### src/rtl/pattern_scan_ctrl_if.sv
// Word stream from the front end into the scan controller: valid/ready with a W-bit payload.
interface pattern_scan_ctrl_if #(
  parameter int unsigned W = 8
);
  logic         s_valid;
  logic [W-1:0] s_data;
  logic         s_ready;

  modport master (output s_valid, output s_data, input s_ready);
  modport slave  (input s_valid, input s_data, output s_ready);
endinterface

### src/rtl/pattern_scan_ctrl.sv
// Frame sequencer: loads words over a valid/ready stream, shifts them out MSB-first and
// matches the bit stream against a programmable pattern (overlapping matches allowed).
module pattern_scan_ctrl #(
  parameter int unsigned W    = 8,
  parameter int unsigned PLEN = 5,
  parameter int unsigned CNTW = 8
) (
  input  logic            clk,
  input  logic            reset,
  input  logic            start,
  input  logic [PLEN-1:0] cfg_pattern,
  input  logic [7:0]      frame_words,
  pattern_scan_ctrl_if.slave s,
  output logic            bit_valid,
  output logic            bit_out,
  output logic            match,
  output logic [CNTW-1:0] match_count,
  output logic            busy,
  output logic            done
);

  localparam int unsigned IW = $clog2(W);
  localparam int unsigned FW = $clog2(PLEN + 1);

  typedef enum logic [1:0] {StIdle, StLoad, StShift, StDone} state_e;

  state_e          state_q, state_d;
  logic [W-1:0]    word_q, word_d;
  logic [IW-1:0]   idx_q, idx_d;
  logic [7:0]      left_q, left_d;
  logic [PLEN-1:0] pat_q, pat_d;
  logic [PLEN-1:0] hist_q, hist_d;
  logic [FW-1:0]   fill_q, fill_d;
  logic            match_q, match_d;
  logic [CNTW-1:0] count_q, count_d;

  logic            shift_bit;
  logic [PLEN-1:0] hist_shift;
  logic [FW-1:0]   fill_inc;

  // State register; reset discards any partial frame and clears the visible count.
  always_ff @(posedge clk) begin
    if (reset) begin
      state_q <= StIdle;
      word_q  <= '0;
      idx_q   <= '0;
      left_q  <= '0;
      pat_q   <= '0;
      hist_q  <= '0;
      fill_q  <= '0;
      match_q <= 1'b0;
      count_q <= '0;
    end else begin
      state_q <= state_d;
      word_q  <= word_d;
      idx_q   <= idx_d;
      left_q  <= left_d;
      pat_q   <= pat_d;
      hist_q  <= hist_d;
      fill_q  <= fill_d;
      match_q <= match_d;
      count_q <= count_d;
    end
  end

  // Next-state logic for the sequencer and the matcher.
  always_comb begin
    state_d    = state_q;
    word_d     = word_q;
    idx_d      = idx_q;
    left_d     = left_q;
    pat_d      = pat_q;
    hist_d     = hist_q;
    fill_d     = fill_q;
    match_d    = 1'b0;
    count_d    = count_q;
    shift_bit  = word_q[idx_q];
    hist_shift = {hist_q[PLEN-2:0], shift_bit};
    fill_inc   = (fill_q == FW'(PLEN)) ? fill_q : fill_q + FW'(1);

    case (state_q)
      StIdle: begin
        if (start) begin
          count_d = '0;
          if (frame_words != 8'd0) begin
            pat_d   = cfg_pattern;
            left_d  = frame_words;
            hist_d  = '0;
            fill_d  = '0;
            state_d = StLoad;
          end else begin
            state_d = StDone;
          end
        end
      end
      StLoad: begin
        if (s.s_valid) begin
          word_d  = s.s_data;
          idx_d   = IW'(W - 1);
          state_d = StShift;
        end
      end
      StShift: begin
        // History persists across words so matches may straddle a word boundary.
        hist_d = hist_shift;
        fill_d = fill_inc;
        if ((hist_shift == pat_q) && (fill_inc == FW'(PLEN))) begin
          match_d = 1'b1;
          if (count_q != {CNTW{1'b1}}) count_d = count_q + CNTW'(1);
        end
        if (idx_q == '0) begin
          if (left_q == 8'd1) begin
            state_d = StDone;
          end else begin
            left_d  = left_q - 8'd1;
            state_d = StLoad;
          end
        end else begin
          idx_d = idx_q - IW'(1);
        end
      end
      StDone: begin
        state_d = StIdle;
      end
      default: begin
        state_d = StIdle;
      end
    endcase
  end

  // Outputs decoded from state only; s_ready never depends on s_valid.
  always_comb begin
    s.s_ready   = (state_q == StLoad);
    bit_valid   = (state_q == StShift);
    bit_out     = (state_q == StShift) && shift_bit;
    busy        = (state_q == StLoad) || (state_q == StShift);
    done        = (state_q == StDone);
    match       = match_q;
    match_count = count_q;
  end

endmodule

### src/flat_wrapper.sv
// flat-port wrapper written by rule: the top's interface ports become plain ports
module pattern_scan_ctrl_flat 
#(
  parameter int unsigned W    = 8,
  parameter int unsigned PLEN = 5,
  parameter int unsigned CNTW = 8
)
  (clk, reset, start, cfg_pattern, frame_words, bit_valid, bit_out, match, match_count, busy, done, s_s_valid, s_s_data, s_s_ready);
  pattern_scan_ctrl_if #(.W(W)) s_i ();
  input  logic clk;
  input  logic reset;
  input  logic start;
  input  logic [PLEN-1:0] cfg_pattern;
  input  logic [7:0] frame_words;
  output logic bit_valid;
  output logic bit_out;
  output logic match;
  output logic [CNTW-1:0] match_count;
  output logic busy;
  output logic done;
  input wire logic [$bits(s_i.s_valid)-1:0] s_s_valid;
  input wire logic [$bits(s_i.s_data)-1:0] s_s_data;
  output wire logic [$bits(s_i.s_ready)-1:0] s_s_ready;
  assign s_i.s_valid = s_s_valid;
  assign s_i.s_data = s_s_data;
  assign s_s_ready = s_i.s_ready;
  pattern_scan_ctrl #(.W(W), .PLEN(PLEN), .CNTW(CNTW)) u_core (.clk(clk), .reset(reset), .start(start), .cfg_pattern(cfg_pattern), .frame_words(frame_words), .s(s_i), .bit_valid(bit_valid), .bit_out(bit_out), .match(match), .match_count(match_count), .busy(busy), .done(done));
endmodule
### config.mk
export PLATFORM = sky130hd
export DESIGN_NAME = pattern_scan_ctrl_flat
export DESIGN_NICKNAME = d
export VERILOG_FILES = /design/src/rtl/pattern_scan_ctrl_if.sv /design/src/rtl/pattern_scan_ctrl.sv /design/src/flat_wrapper.sv
export SDC_FILE = /design/constraint.sdc
export NUM_CORES = 1
export LEC_CHECK = 0
export CAP_MARGIN = 20
export CELL_PAD_IN_SITES_DETAIL_PLACEMENT = 0
export CELL_PAD_IN_SITES_GLOBAL_PLACEMENT = 2
export CORE_ASPECT_RATIO = 1.25
export CORE_UTILIZATION = 33
export DETAILED_ROUTE_END_ITERATION = 8
export DONT_BUFFER_PORTS = 1
export GPL_TIMING_DRIVEN = 0
export PLACE_DENSITY_LB_ADDON = 0.1
export SLEW_MARGIN = 20
export SYNTH_ARGS = -nofsm -noshare
export SYNTH_HDL_FRONTEND = slang
export SYNTH_SLANG_ARGS = --single-unit
export TNS_END_PERCENT = 1
### constraint.sdc
create_clock -name clk -period 2.01 [get_ports clk]
set_input_delay 0.402 -clock clk [delete_from_list [all_inputs] [get_ports clk]]
set_output_delay 0.402 -clock clk [all_outputs]
set_load 0.05 [all_outputs]
==> results.cfg <==
[run_status]
outcome = finished clean

[timing]
finalHoldViolCount = 0
slew_headroom = 0.540
setup_ws_ns = 0.0186
final.setup_skew_ns = 0.00673
tightest_slew_ns = 0.690
rsz0062_at_grt = true
max_freq_ghz = 0.502
min_period_ns = 1.99
timing.final.crit_share = 0.991
setup_viol = 0
drv_slew = 0

[finish]
fin_area_mm2 = 0.00272
fin_cells = 389
layout.nets = 337
fin_util = 0.407
drive_above_1_share = 0.215
syn_to_final_growth_pct = 17.0
antenna_cells = 0

[detailed_routing]
ant_nets = 0
via_per_inst = 5.37
wirelength_mm = 5.97
drc = 0
first_pass_iters = 4
num_vias = 2087
wl_per_cell_um = 15.3
drtIter0Drc = 55

[flow_run]
drv_cap = 0

[synth]
synth_top_family_by_area = simple AND/OR/NAND/NOR gates
syn_avg_cell_area_um2 = 8.05
yosys.area_share.simple = 0.239
synth_compound_area_frac = 0.212
synth-edff-count = 0
syn_area_mm2 = 0.00233
yosys_warnings = 0
synth_fp_nets = 325
synthMuxAreaShare = 0.0613
yosysUniqueCellTypes = 52
seq_area_frac_synth = 0.361
ys_ff_latch = 42
synth_fa_ha_area_frac = 0.0591
synth_xor_area_frac = 0.0220
synth_flop_cell = dfxtp_1
syn_inst = 289
yosys.area.top_type = dfxtp_1
async_flop_share = 0
yosys.area.top_type_share = 0.361
synth_area_leaders = dfxtp_1, a21oi_1, nand2_1

[worst_setup_path]
crit_chain = or4_4 > or4_4 > a22o_1 > mux2_4 > nor2_2
critical_path_buf_inv_count = 0
required_ns = 2.24
slowest_stage = or4_4
crit_arrival_ns = 2.22
path_class = reg -> reg
cpLargestDelayFamily = simple AND/OR/NAND/NOR gates
cp_common_cell = or4_4
critPathMaxFanout = 7
slowest_delay_ns = 0.56
cp-end-kind = register
critPathLaunchType = register

[floorplanning]
dieArea_mm2 = 0.00739
core_area_mm2 = 0.00669
ios = 39
die_width_um = 77.1
fp.dieH_um = 95.9
initial_utilization = 0.348
row_count = 33

[clock_tree]
clkTransAtPathRegs_ns = 0.08
clk-insertion-delay-late_ns = 0.30
hold_buffers = 0
cts_tree = yes
cts-root-buf = clkbuf_8
clk_path_buf_depth = 2
cts-htree-levels = 2
numCtsBuffers = 5
clock_sinks = 42

[placement]
place.gp.congestion = 0.752
postPlaceCellArea_mm2 = 0.00245
io_buffer_count = 0
dpl.hpwl_mm = 4.32
post-place-ws_ns = -0.343
place_inst = 376

[grt]
grt.total_usage = 0.169
antenna_found_initial = 0
grt_pass1_wl_mm = 9.72
gr-total-overflow = 0
grt_max_degree = 13
grt_pass1_vias = 1962

[power_and_ir_drop]
p_leak_uw = 0.00106
total_power_uw = 3460
irDropWorstVdd_uv = 519
p_per_area_mw_per_mm2 = 1270

[min_path]
hp-class = in -> reg
cells in the final DEF (no fill, tap or decap), types with 2 or more instances in the layout:
cell type  synthesis  layout
a21oi_1           36      35
clkbuf_8           0       5
nand3_1            7       6
o22ai_1            2       2
clkbuf_2           0       2
or2_2              4       4
dfxtp_2            0      10
and2_2             0       2
clkbuf_1           9       6
o21ai_1            0       2
dfxtp_4            0       4
nor2_2             1       3
or4_4              2       2
nand2b_1           3       3
nor2b_1            3       2
mux2i_1            6       6
a211oi_1           3       3
o21ai_0           12      10
nand2_1           45      45
ha_1              11       9
nor2_1            24      21
buf_4              0       9
nor4_1             4       4
o211ai_1           2       2
nor3_1             5       5
dfxtp_1           42      28
and4b_1            2       2
and3_1             3       3
inv_1             14      12
a21o_1             5       5
a31o_2             2       2
xor2_1             4       4
a31oi_1            5       5
mux4_2             2       2
flip-flops by register name, indices dropped and copies added, names as in the netlist:
| register | flops |
|---|---|
| u_core.match_count | 8 |
| u_core.match | 1 |
| u_core.hist_q | 4 |
| u_core.fill_q | 3 |
| u_core.left_q | 8 |
| u_core.pat_q | 5 |
| u_core.idx_q | 3 |
| u_core.state_q | 2 |
| u_core.word_q | 8 |
stage by stage:
step	hold WS, ns	TNS, ns
after floorplan	0.433	0
after global placement	0.442	-4.73
after detailed placement	0.448	-5.29
after CTS	0.223	0
after global routing	0.220	-0.628
final	0.235	0
worst paths after layout:
path	startpoint	to	slack (ns)	depth (start not counted)
worst min register to register	u_core.word_q[4]	u_core.word_q[4]	0.46	2
worst min-delay path	s_s_data[6]	u_core.word_q[6]	0.23	2
worst max-delay path	u_core.left_q[2]	u_core.state_q[1]	0.02	5
worst max register to register	u_core.left_q[2]	u_core.state_q[1]	0.02	5
report_power, final:
group          switching [uW]  internal [uW]
Clock                     307            372
Sequential                141            985
Combinational             984            671
Total                    1430           2030
synth_stat cells (3+ instances only):
library cell	number
xor2_1	4
and3_1	3
a21oi_1	36
nand2_1	45
mux2i_1	6
clkbuf_1	9
inv_1	14
or2_2	4
dfxtp_1	42
o21ai_0	12
and2_1	4
a211oi_1	3
nor3_1	5
nor4_1	4
a31oi_1	5
nor2_1	24
nor2b_1	3
ha_1	11
nand2b_1	3
a21o_1	5
nand3_1	7
routing by layer:
metal | global-route usage | part of all wire | routed length (um) | vias up
met4 | 0.0519 | 0.010 | 61 | 0
met1 | 0.206 | 0.46 | 2740 | 991
li1 | - | - | - | 1045
met3 | 0.0332 | 0.036 | 214 | 6
met5 | 0 | 0 | 0 | -
met2 | 0.301 | 0.49 | 2950 | 45
what timing repair did:
item / CTS / global route
setup buffers: 4 / 4
gates resized for setup: 33 / 17
endpoints found under the hold margin: 0 / 0
pin swaps: 4 / 2
endpoints found under the setup margin: 27 / 29
area by class of cell:
type / count / area [um^2]
clock inverters: 1 / 30.0
well taps: 87 / 109
clock buffers: 7 / 76.3
plain buffers: 10 / 58.8
fillers: 710 / 3970
multi-input cells: 220 / 1460
flip-flops and latches: 42 / 868
inverters: 14 / 57.6
repair buffers: 8 / 63.8
cell families (layout without fill, tap and decap cells):
kind of cell               count (synthesis)  after routing
adders and majority gates                 11             11
xor gates and xnor gates                   5              5
muxes                                     10             10
buffers and inverters                     27             40
and+or+nand+nor                          114            114
AOI/OAI and AO/OA                         80             80
DFF                                       42             42
Note: power is estimated with default switching activity, not from simulation.
